==> config.mk <==
export PLATFORM = sky130hd
export DESIGN_NAME = gray_seq_ctrl
export DESIGN_NICKNAME = d
export VERILOG_FILES = /design/src/rtl/gray_seq_ctrl.sv
export SDC_FILE = /design/constraint.sdc
export NUM_CORES = 1
export LEC_CHECK = 0
export CAP_MARGIN = 15
export CORE_AREA = 4 4 44 46
export DETAILED_ROUTE_END_ITERATION = 16
export DIE_AREA = 0 0 48 50
export PLACE_DENSITY_LB_ADDON = 0.25
export SYNTH_ARGS = -nofsm -noshare
export SYNTH_HDL_FRONTEND = slang
export SYNTH_SLANG_ARGS = --single-unit
export TNS_END_PERCENT = 5
==> constraint.sdc <==
create_clock -name clk -period 3.07 [get_ports clk]
set_clock_uncertainty 0.05 [all_clocks]
set_input_delay 0.614 -clock clk [delete_from_list [all_inputs] [get_ports clk]]
set_output_delay 0.614 -clock clk [all_outputs]
set_load 0.01 [all_outputs]
==> src/rtl/gray_seq_ctrl.sv <==
// Binary/Gray position sequencer: free-run, single-step handshake, load, up/down count.
// Every output is a register; Gray is recomputed from the next binary value.
module gray_seq_ctrl #(
  parameter int N = 4
) (
  input  logic         clk,
  input  logic         rst,
  input  logic         start,
  input  logic         stop,
  input  logic         dir,
  input  logic         load,
  input  logic [N-1:0] load_val,
  input  logic         step_req,
  output logic         step_ack,
  output logic [N-1:0] bin_out,
  output logic [N-1:0] gray_out,
  output logic         gray_valid,
  output logic         wrap,
  output logic         running
);

  typedef enum logic {IDLE = 1'b0, RUN = 1'b1} state_e;

  state_e       state_q;
  logic [N-1:0] bin_q, gray_q;
  logic         step_ack_q, gray_valid_q, wrap_q, running_q;

  logic [N-1:0] bin_d;
  logic         wrap_d;
  logic         step_ok;

  always_comb begin
    bin_d  = dir ? bin_q - 1'b1 : bin_q + 1'b1;
    wrap_d = dir ? (bin_q == '0) : (bin_q == '1);
  end

  // A held request is accepted only every other cycle because ack blocks re-acceptance.
  assign step_ok = (state_q == IDLE) && step_req && !step_ack_q && !start;

  always_ff @(posedge clk or posedge rst) begin
    if (rst) begin
      state_q      <= IDLE;
      bin_q        <= '0;
      gray_q       <= '0;
      step_ack_q   <= 1'b0;
      gray_valid_q <= 1'b0;
      wrap_q       <= 1'b0;
      running_q    <= 1'b0;
    end else begin
      step_ack_q   <= 1'b0;
      gray_valid_q <= 1'b0;
      wrap_q       <= 1'b0;

      if (stop)
        state_q <= IDLE;
      else if (state_q == IDLE && start)
        state_q <= RUN;
      running_q <= !stop && ((state_q == RUN) || start);

      if (load) begin
        bin_q        <= load_val;
        gray_q       <= load_val ^ (load_val >> 1);
        gray_valid_q <= 1'b1;
      end else if (stop) begin
        // stop freezes the count for this cycle
      end else if (state_q == RUN) begin
        bin_q        <= bin_d;
        gray_q       <= bin_d ^ (bin_d >> 1);
        gray_valid_q <= 1'b1;
        wrap_q       <= wrap_d;
      end else if (step_ok) begin
        bin_q        <= bin_d;
        gray_q       <= bin_d ^ (bin_d >> 1);
        gray_valid_q <= 1'b1;
        wrap_q       <= wrap_d;
        step_ack_q   <= 1'b1;
      end
    end
  end

  assign step_ack   = step_ack_q;
  assign bin_out    = bin_q;
  assign gray_out   = gray_q;
  assign gray_valid = gray_valid_q;
  assign wrap       = wrap_q;
  assign running    = running_q;

endmodule

Yosys cells after proc, flatten, opt, wreduce, memory -nomap -nowiden
Index checks and enable logic that the tools add are counted.
Operators by class
  $add $sub $neg: 2
  $mul: 0
  divide/modulo/power cells: 0
  $lt $le $gt $ge: 0
  equality and inequality tests: 2
  shift-type cells: 0
  multiplexer cells: 23
  bitwise gates (word level): 3
  reduce and logical (&&, ||, !) cells: 13
Operators by type and width (number)
  $mux W4: 9
  $mux W1: 14
  $xor A4 B3 Y4: 2
  $logic_and A1 B1 Y1: 5
  $add A4 B1 Y4 const B: 1
  $eq A4 B4 Y1 const B: 1
  $logic_not A4 Y1: 1
  $sub A4 B1 Y4 const B: 1
  $logic_not A1 Y1: 3
  $reduce_bool A3 Y1: 1
  $ne A2 B1 Y1 const B: 1
  $reduce_and A2 Y1: 1
  $reduce_bool A2 Y1: 1
  $logic_or A1 B1 Y1: 1
  $not A1 Y1: 1
Storage, ports and cells
  bits in registers: 13
  latch bits: 0
  memory bits (writable): 0
  bits in read-only memories: 0
  output and inout bits: 12
  logic and storage cells: 50
  memories kept: 0

Depth between registers and ports, before layout
Gate-level depths: netlist (run 1).
  word-level depth: 8
  gate-level depth with buffers: 6
  gate-level depth less buffers: 6

Least setup slack after synthesis (run 1)
Ideal clock, no wire load.
  path type: input -> register
  start point: in dir
  end point: reg gray_q[2] (netlist: gray_out[2])
  setup time: 0.069 ns
  data arrival time: 2.050 ns
  slack: 0.901 ns
  cell stages on the path: 6
  cell sequence: inv_1 > fa_1 > xnor2_1 > xor2_1 > or4b_1 > nand3_1
On the way
  cells in the longest elaborated chain, start to end: 6
RTL lines
  start, declared: RTL line 10  | input logic dir,
  $mux W4 *: RTL line 33  | bin_d = dir ? bin_q - 1'b1 : bin_q + 1'b1;
  $xor A4 B3 Y4 *: RTL line 68, 73
  $mux W4: RTL line 71  | end else if (step_ok) begin
  $mux W4 *: RTL line 66  | end else if (state_q == RUN) begin
  $mux W4 *: RTL line 64  | end else if (stop) begin
  $mux W4 *: RTL line 60  | if (load) begin
  end signal, assigned: RTL line 62  | gray_q <= load_val ^ (load_val >> 1);
  end signal, assigned: RTL line 68  | gray_q <= bin_d ^ (bin_d >> 1);
  end signal, assigned: RTL line 73  | gray_q <= bin_d ^ (bin_d >> 1);
  end, declared: RTL line 25  | logic [N-1:0] bin_q, gray_q;
Mark *: on every way between the ends. The rest lies on a longest branch, timed or not. The select of a mux whose other input is x is not followed.
A chain may end at the register's enable or synchronous reset.

Final worst setup path (run 1)
Same ends and word-level chain as after synthesis.

==> results of run 1 <==
[sequential cells by signal, summed over array words and instances (netlist names)]
name,flops
gray_valid,1
running,1
wrap,1
bin_out,4
state_q,1
step_ack,1
gray_out,3
[cell usage after synthesis]
cell	number	area (sq um)
sky130_fd_sc_hd__a21oi_1	4	20.02
sky130_fd_sc_hd__a31oi_1	2	12.51
sky130_fd_sc_hd__and3_4	1	11.26
sky130_fd_sc_hd__and4b_1	1	10.01
sky130_fd_sc_hd__buf_4	1	7.510
sky130_fd_sc_hd__clkbuf_1	1	3.750
sky130_fd_sc_hd__dfrtp_1	12	300.3
sky130_fd_sc_hd__fa_1	1	20.02
sky130_fd_sc_hd__ha_1	2	25.02
sky130_fd_sc_hd__inv_1	6	22.52
sky130_fd_sc_hd__mux2_2	1	11.26
sky130_fd_sc_hd__mux2i_1	3	30.03
sky130_fd_sc_hd__nand2_1	5	18.77
sky130_fd_sc_hd__nand3_1	1	5.000
sky130_fd_sc_hd__nand3_2	1	10.01
sky130_fd_sc_hd__nand4b_1	1	8.760
sky130_fd_sc_hd__nor2_1	8	30.03
sky130_fd_sc_hd__nor3_1	1	5.000
sky130_fd_sc_hd__nor3b_2	1	12.51
sky130_fd_sc_hd__nor4_1	1	6.260
sky130_fd_sc_hd__o211a_1	1	10.01
sky130_fd_sc_hd__o211ai_1	1	7.510
sky130_fd_sc_hd__o21ai_0	4	20.02
sky130_fd_sc_hd__o21ai_2	1	8.760
sky130_fd_sc_hd__o31ai_1	1	7.510
sky130_fd_sc_hd__or4_1	1	7.510
sky130_fd_sc_hd__or4b_1	1	10.01
sky130_fd_sc_hd__xnor2_1	4	35.03
sky130_fd_sc_hd__xor2_1	4	35.03
[report_power, final]
| group | switching, mW | internal (mW) |
|---|---|---|
| registers | 0.0158 | 0.176 |
| logic | 0.0793 | 0.0893 |
| clock network | 0.0520 | 0.0721 |
| total | 0.147 | 0.337 |
[metrics by stage]
stage                     instance area (sq um)  hold slack, ns  setup slack, ns  total power [mW]
final                                     977.2          0.4658           0.4578            0.4842
after global routing                      977.2          0.5119           0.3623            0.5236
after CTS                                 977.2          0.4710           0.4731            0.4911
after detailed placement                  940.9          0.4527           0.1995            0.3639
after global placement                    940.9          0.4495           0.3131            0.3590
after floorplan                           711.9          0.4287           0.9006            0.2932
[tightest hold or removal path: stages, from the launching register on]
cell,delay (ns)
sky130_fd_sc_hd__dfrtp_1,0.34
sky130_fd_sc_hd__a31oi_1,0.08
sky130_fd_sc_hd__nand3_1,0.07
[worst paths after layout]
check / end / slack [ns]
max in group asynchronous: bin_out[3] / 2.06
min in group asynchronous: state_q / 0.60
min reg2reg: gray_out[2] / 0.47
max reg2reg: gray_out[2] / 0.91
max: gray_out[2] / 0.46
min: gray_out[2] / 0.47
[cell families (layout without fill, tap and decap cells)]
group / Yosys count / in the layout / synth area share
mux: 4 / 4 / 0.05800
buf+inv: 8 / 32 / 0.04745
simple gates: 23 / 23 / 0.1898
flops: 12 / 12 / 0.4218
compound gates: 14 / 14 / 0.1213
fa+ha+maj: 3 / 3 / 0.06326
xor+xnor: 8 / 8 / 0.09841
[cell type report]
type                    count  share of cell area
well taps                  16             0.02049
inverters                   6             0.02305
clock buffers               4             0.03713
repair buffers             22              0.2254
multi-input cells          52              0.3867
flip-flops and latches     12              0.3073
[metal layers]
metal / wire length, microns / share of wire
met1: 602 / 0.41
met2: 722 / 0.49
met3: 134 / 0.091
met4: 16 / 0.011
met5: 0 / 0
==> run metrics, run 1 <==
outcome=completed; H-Tree Depth=1; Detailed Route Iter0 Violations=8; Achievable Freq=0.3828 GHz; syn avg cell area=9.888 sq um; max-cap viol count=0; Max transition margin=0.6733; number of hold buffers added after cts=0; cell at the slowest stage of the critical path=sky130_fd_sc_hd__clkdlybuf4s50_1; number of max-slew violations in the final report=0; number of sinks handled by clock tree synthesis=12; vias per std cell=5.482; number of nets in the layout=111; Pwr per Cell Area=495.5 nW/um^2; share of layout cells above drive strength 1=0.09375; instance count along the most critical hold path=2; register clock-pin slew on the reported worst setup and hold paths=0.07 ns; global route total overflow=0; antenna violation net count after detailed routing=0; Crit path buffers/inverters=2; TNS Setup=0 ns; Pre-antenna DRT Iters=4; TritonCTS Buffers=3; Synth-to-Final Area Change=37.26%; sort of element at the start of the critical path=input port; number of setup violations in the final report=0; cell-by-cell listing of the critical path=clkdlybuf4s50_1 -> inv_1 -> fa_1 -> xnor2_1 -> xor2_1 -> or4b_1 -> nand3_1; sequential area share after synthesis=0.4218; post-placement cell count=108; startpoint of the most critical hold path=gray_out[2]; vias in the first global route=599; Max Root-Sink Buffers=2; first-pass GRT wire length=2573 microns; portion of the clock cycle consumed by the worst path in the final layout=0.8509; worst r2r src=bin_out[0]; slew at the pin closest to its max-slew limit=0.4899 ns; Finished Layout Cells=112; setup bufs post-CTS=0; maximum number of pins on one net before global-route repair=13; drc violations=0; effective utilization at floorplan=0.4726; total global-route track usage=0.1538; TritonCTS clock tree=done; most frequent standard cell in the layout excluding fill and tap cells=sky130_fd_sc_hd__clkdlybuf4s50_1; final routed wire length divided by cell count=13.17 microns; number of buffer cells added on primary ports=22; combined area of the multi-input logic cells=377.9 sq um; floorplan die width=48 microns; Max stage delay on crit path=0.54 ns; clock latency reported for the late side of the worst-skew pair=0.27 ns; data arrival time of the critical path=2.77 ns; Syn. warnings=0; CP Max Fanout=4; post-synthesis instance total=72; classification of the worst setup path=in -> reg; critical path required time=3.23 ns; Leak Pwr=0.4407 nW; Final Hold Fails=0; met3 usage in global routing=0.05818; Reg2Reg Depth=6; type of element capturing the critical path=flop; flop and latch count out of synthesis=12; Final min period=2.612 ns; detailed placement HPWL=1175 microns; total vias in the final route=614; FF+latch area=300.3 sq um; launching instance or port of the critical path=dir; worst hold path class=reg -> reg; I/O pin total=23; largest voltage drop on the vdd net=0.0002675 V; most frequent cells in the layout=sky130_fd_sc_hd__clkdlybuf4s50_1 (22), sky130_fd_sc_hd__dfrtp_1 (12), sky130_fd_sc_hd__nor2_1 (8); highest-utilization routing layer at the global route stage=met2; antenna cell count=0; net count of the mapped netlist=86; family with the most delay on the worst path=buffers and inverters; number of antenna violations at the first check in global routing=0; number of gates resized after cts=0; last weighted congestion value of the routability-driven placer=0.7440; final core utilization=0.6487; Total Die Area=2400 sq um; logic depth of the worst path, buffers included=7; count of distinct cell types in the synthesized netlist=29; Core Box Area=1506 sq um; met1 GRT Util=0.1889; mapped cell area=711.9 sq um; Site Rows=14; CTS root buffer=sky130_fd_sc_hd__clkbuf_4; Post-Route WL=1475 microns; die height=50 microns; fillers=133; RSZ-0062 raised after global routing=false; met2 Track Usage GR=0.2335
No activity file was read; power rests on OpenSTA's default activity.
==> run 2, diff against run 1 <==
- CTS_CLUSTER_DIAMETER: unset -> 100
==> results of run 2 <==
The final DEF is identical to that of run 1; final timing and power are the same.
==> run 3, diff against run 2 <==
--- a/config.mk
+++ b/config.mk
@@ -13,2 +13,3 @@
 export PLACE_DENSITY_LB_ADDON = 0.25
+export SLEW_MARGIN = 20
 export SYNTH_ARGS = -nofsm -noshare
==> constraint.sdc (replaced) <==
create_clock -name clk -period 3.07 [get_ports clk]
set_clock_uncertainty 0.05 [all_clocks]
set_input_delay 0.307 -clock clk [delete_from_list [all_inputs] [get_ports clk]]
set_output_delay 0.307 -clock clk [all_outputs]
set_load 0.01 [all_outputs]
==> results of run 3 <==
Same layout as run 1 (identical final DEF). Status: completed.
Main changes from that run: setup slack after placement 0.1995 ns -> 0.5065 ns; setup slack after layout 0.4578 ns -> 0.7648 ns; hold slack 0.4658 ns -> 0.2887 ns
